[config.mk]
export PLATFORM = sky130hd
export DESIGN_NAME = led_row_scanner
export DESIGN_NICKNAME = d
export VERILOG_FILES = /design/src/rtl/led_row_scanner.sv
export SDC_FILE = /design/constraint.sdc
export NUM_CORES = 1
export LEC_CHECK = 0
export CORE_ASPECT_RATIO = 0.8
export CORE_MARGIN = 2
export CORE_UTILIZATION = 40
export CTS_CLUSTER_SIZE = 10
export DETAILED_ROUTE_END_ITERATION = 8
export SETUP_SLACK_MARGIN = 0.4
export SYNTH_ARGS = -nofsm -noshare
export SYNTH_HDL_FRONTEND = slang
export SYNTH_SLANG_ARGS = --single-unit
[constraint.sdc]
create_clock -name clk -period 7.25 [get_ports clk]
set_clock_uncertainty 0.15 [all_clocks]
set_input_delay 1.45 -clock clk [delete_from_list [all_inputs] [get_ports clk]]
set_output_delay 1.45 -clock clk [all_outputs]
set_load 0.03 [all_outputs]
[src/rtl/led_row_scanner.sv]
// led_row_scanner
// Time-multiplexed row scanner for an 8x8 LED matrix. Holds the displayed
// frame (active) and a shadow frame loaded through a valid/ready handshake.
// Each row gets BLANK_CYCLES of blanking followed by DWELL_CYCLES of drive.
// The shadow frame is promoted to active only at the row 7 -> row 0 wrap.
//
// Ports
//   clk          system clock, rising edge
//   rst          asynchronous active-high reset
//   ena          scan enable; low forces IDLE
//   cells        next frame, bit r*8+c = row r, column c
//   cells_valid  cells holds a new frame
//   cells_ready  shadow buffer empty (straight from the shadow_full flop)
//   row_addr     row index to the 3-to-8 decoder
//   row_ena      decoder enable, high only while a row is driven
//   cols         column data for row_addr, zero while row_ena is low
//   frame_done   one-cycle pulse in the first BLANK cycle after a frame wrap
//
// state   | meaning
// --------+-----------------------------------------------
// S_IDLE  | scan stopped, outputs blanked, row held at 0
// S_BLANK | row_addr set up, decoder disabled (anti-ghost)
// S_DRIVE | decoder enabled, cols show the current row

module led_row_scanner #(
   parameter int DWELL_CYCLES = 1000,
   parameter int BLANK_CYCLES = 4
) (
   input  logic        clk,
   input  logic        rst,
   input  logic        ena,
   input  logic [63:0] cells,
   input  logic        cells_valid,
   output logic        cells_ready,
   output logic [2:0]  row_addr,
   output logic        row_ena,
   output logic [7:0]  cols,
   output logic        frame_done
);

   localparam int MAX_CYC = (DWELL_CYCLES > BLANK_CYCLES) ? DWELL_CYCLES : BLANK_CYCLES;
   localparam int CW      = $clog2(MAX_CYC + 1);
   localparam logic [CW-1:0] DWELL_LAST = CW'(DWELL_CYCLES - 1);
   localparam logic [CW-1:0] BLANK_LAST = CW'(BLANK_CYCLES - 1);

   typedef enum logic [1:0] {
      S_IDLE  = 2'd0,
      S_BLANK = 2'd1,
      S_DRIVE = 2'd2
   } state_t;

   state_t         state_q, state_d;
   logic [2:0]     row_q, row_d;
   logic [CW-1:0]  cnt_q, cnt_d;
   logic [63:0]    active_q, active_d;
   logic [63:0]    shadow_q, shadow_d;
   logic           full_q, full_d;
   logic           wrap;

   logic [2:0]     row_addr_q, row_addr_d;
   logic           row_ena_q, row_ena_d;
   logic [7:0]     cols_q, cols_d;
   logic           frame_done_q, frame_done_d;

   always_comb begin
      state_d  = state_q;
      row_d    = row_q;
      cnt_d    = cnt_q;
      active_d = active_q;
      shadow_d = shadow_q;
      full_d   = full_q;
      wrap     = 1'b0;

      // Load and transfer are mutually exclusive: load needs full_q=0,
      // transfer needs full_q=1.
      if (cells_valid && !full_q) begin
         shadow_d = cells;
         full_d   = 1'b1;
      end

      if (!ena) begin
         state_d = S_IDLE;
         row_d   = 3'd0;
         cnt_d   = '0;
      end else begin
         case (state_q)
            S_IDLE: begin
               state_d = S_BLANK;
               row_d   = 3'd0;
               cnt_d   = '0;
            end
            S_BLANK: begin
               if (cnt_q == BLANK_LAST) begin
                  state_d = S_DRIVE;
                  cnt_d   = '0;
               end else begin
                  cnt_d = cnt_q + CW'(1);
               end
            end
            S_DRIVE: begin
               if (cnt_q == DWELL_LAST) begin
                  state_d = S_BLANK;
                  cnt_d   = '0;
                  row_d   = row_q + 3'd1;
                  if (row_q == 3'd7) begin
                     wrap = 1'b1;
                     if (full_q) begin
                        active_d = shadow_q;
                        full_d   = 1'b0;
                     end
                  end
               end else begin
                  cnt_d = cnt_q + CW'(1);
               end
            end
            default: begin
               state_d = S_IDLE;
               row_d   = 3'd0;
               cnt_d   = '0;
            end
         endcase
      end

      // Outputs are computed from next state so they come straight off flops
      // and change on the same edge as the state.
      row_addr_d   = row_d;
      row_ena_d    = (state_d == S_DRIVE);
      cols_d       = row_ena_d ? active_d[{row_d, 3'b000} +: 8] : 8'h00;
      frame_done_d = wrap;
   end

   always_ff @(posedge clk or posedge rst) begin
      if (rst) begin
         state_q      <= S_IDLE;
         row_q        <= 3'd0;
         cnt_q        <= '0;
         active_q     <= '0;
         shadow_q     <= '0;
         full_q       <= 1'b0;
         row_addr_q   <= 3'd0;
         row_ena_q    <= 1'b0;
         cols_q       <= 8'h00;
         frame_done_q <= 1'b0;
      end else begin
         state_q      <= state_d;
         row_q        <= row_d;
         cnt_q        <= cnt_d;
         active_q     <= active_d;
         shadow_q     <= shadow_d;
         full_q       <= full_d;
         row_addr_q   <= row_addr_d;
         row_ena_q    <= row_ena_d;
         cols_q       <= cols_d;
         frame_done_q <= frame_done_d;
      end
   end

   assign cells_ready = !full_q;
   assign row_addr    = row_addr_q;
   assign row_ena     = row_ena_q;
   assign cols        = cols_q;
   assign frame_done  = frame_done_q;

endmodule
==> metrics.csv <==
metric;value;unit
status;complete, no violations;
clock_sinks;154;
hp-start;active_q[24];
postLayoutSetupSlackWorst;3.16;ns
end_kind;flip-flop;
die_height;120;um
ir_drop;0.156;mV
htreeDepth;4;
first_pass_iters;4;
syn_inst;541;
cts_tree;yes;
final_cell_mix;dfrtp_1, nand2_1, mux2_2;
setup-tns-final;0;ns
core_region_area;0.0165;mm2
synth-edff-count;0;
cts_hold_buf;0;
r2r_end;cols[7];
place_ws;2.73;ns
layout.nets;694;
via_per_inst;5.26;
placed_area;0.00772;mm2
cts-root-buf;clkbuf_16;
r2r_slack;3.61;ns
ant_nets;0;
avgSynthCellArea;12.4;um2
fin_area;0.00830;mm2
grt_pass1_wl;24800;um
die_w;149;um
multiInputGateArea;0.00270;mm2
crit_path_cell_trace;clkdlybuf4s50_1, nand4_1, or4_4, mux2_4, o21a_1, a221oi_1, nor3_1;
period_share;56.4;%
grt_setup_unrepaired;false;
maxSlewViolCount;0;
initial_core_util;40.7;%
setup_viol;0;
slowest_stage;or4_4;
regToRegStartpoint;cnt_q[0];
synth_fp_nets;616;
max_stage_delay;0.89;ns
cp_data_arrival_time;4.24;ns
synthDistinctLibCells;55;
ys_top_cells_by_area;dfrtp_1, mux2_2, nand2_1;
hold_viol;0;
netlist.area_leader.share;57.4;%
grt_pass1_vias;4593;
achievable-frequency;245;MHz
antennaDiodeCount;0;
leakagePower;3.94;nW
vias;4468;
antenna_found_initial;0;
post-dp-hpwl;10500;um
grt_remaining_overflow;0;
final_util;50.3;%
grt_max_degree;91;
ioPinCount;82;
async_reset_ff_share;100;%
synth-seq-area-share;57.4;%
setup.worst_path.class;in -> reg;
cp_top_family;simple AND/OR/NAND/NOR gates;
grt_use_total;18.5;%
fill_cells;1487;
min_path_cells;2;
drive_above_1_share;22.5;%
seq_area;0.00385;mm2
powerDensity;221;mW/mm2
layout_commonest_cell;dfrtp_1;
gp_congestion;0.808;
port_buffers;81;
cts_resized;0;
max-slew-margin-rel;32.2;%
remaining_drc_errors;0;
cts.path.max_buffers;2;
worst_pin_slew;1.01;ns
min_period;4.09;ns
cp_max_fo;43;
start_kind;input port;
required;7.40;ns
synth_warnings;0;
drtIter0Drc;271;
syn_area;0.00671;mm2
wl_per_cell;18.1;um
yosys.area.top_type;dfrtp_1;
rows;42;
die-area;0.0178;mm2
r2r_cells;7;
min_path_type;reg -> reg;
wirelength;15400;um
cts.clk_slew.worst_paths;0.06;ns
synthFlopType;dfrtp_1;
ys_ff_latch;154;
crit_buf_inv;1;
post_cts_buffers;0;
area_growth;23.6;%
cts_buffers;17;
insertion_delay;0.43;ns
hold_path_end;active_q[24];
maxCapViolCount;0;
-- worst max path at each step --
stage,cells after the start,slack (ns),end,from
CTS,7,3.16,cols[3],ena
finish,7,3.16,cols[3],ena
detailed placement,7,2.73,cols[3],ena
global route,7,2.99,cols[3],ena
floorplan,1,1.50,active_q[0],rst
global placement,7,2.83,cols[3],ena
-- cell usage after synthesis, drive strengths merged (7+ instances only) --
library cell,n
dfrtp,154
nor2,20
buf,16
nand3,11
ha,7
nand2b,9
mux2,97
nor3,7
o21ai,13
nand2,94
inv,10
a211oi,10
clkbuf,11
-- flip-flops by register name (all words and copies together) (netlist names) --
register,cells
row_ena,1
full_q,1
cnt_q,10
active_q,64
row_addr,3
state_q,2
frame_done,1
shadow_q,64
cols,8
-- metal layers --
metal / part of all wire, % / GRT usage (%) / up-vias
met4: 0.74 / 5.89 / 0
met5: 0 / 0 / -
met2: 46 / 27.6 / 116
met3: 5.3 / 4.03 / 7
li1: - / - / 2077
met1: 48 / 27.1 / 2268
-- power by group --
group	switching [W]	internal (W)	leakage (nW)
combinational	0.0000351	0.0000498	1.59
sequential	0.0000152	0.000879	2.08
clock	0.000335	0.000522	0.276
total	0.000386	0.00145	3.94
-- through the flow --
| stage | power, W | hold slack (ns) | cells |
|---|---|---|---|
| after CTS | 0.00186 | 0.315 | 850 |
| after floorplan | 0.000941 | 0.279 | 541 |
| after global placement | 0.000995 | 0.291 | 820 |
| after detailed placement | 0.000997 | 0.300 | 820 |
| final | 0.00184 | 0.308 | 850 |
| after global routing | 0.00191 | 0.325 | 850 |
-- layout make-up --
class | instances | area share (%)
Timing Repair Buffer | 86 | 10.2
Multi-Input combinational cell | 350 | 32.6
Clock inverter | 6 | 0.754
Inverter | 10 | 0.513
Sequential cell | 154 | 46.4
Tap cell | 220 | 3.32
Clock buffer | 24 | 6.17
-- logic make-up (layout without fill, tap and decap cells) --
family / count (synthesis) / count (layout) / synth area share (%)
and+or+nand+nor: 162 / 162 / 11.0
DFF: 154 / 154 / 57.4
muxes: 108 / 108 / 19.3
AOI/OAI and AO/OA: 65 / 65 / 7.25
buffers and inverters: 37 / 126 / 2.66
xor gates and xnor gates: 8 / 8 / 1.04
adders and majority gates: 7 / 7 / 1.30
-- tightest hold or removal path, stage by stage, from the launching register on --
cell	delay, ns
dfrtp_1	0.33
nand2_1	0.05
nand2_1	0.05
Power figures use the tool's default switching activity.
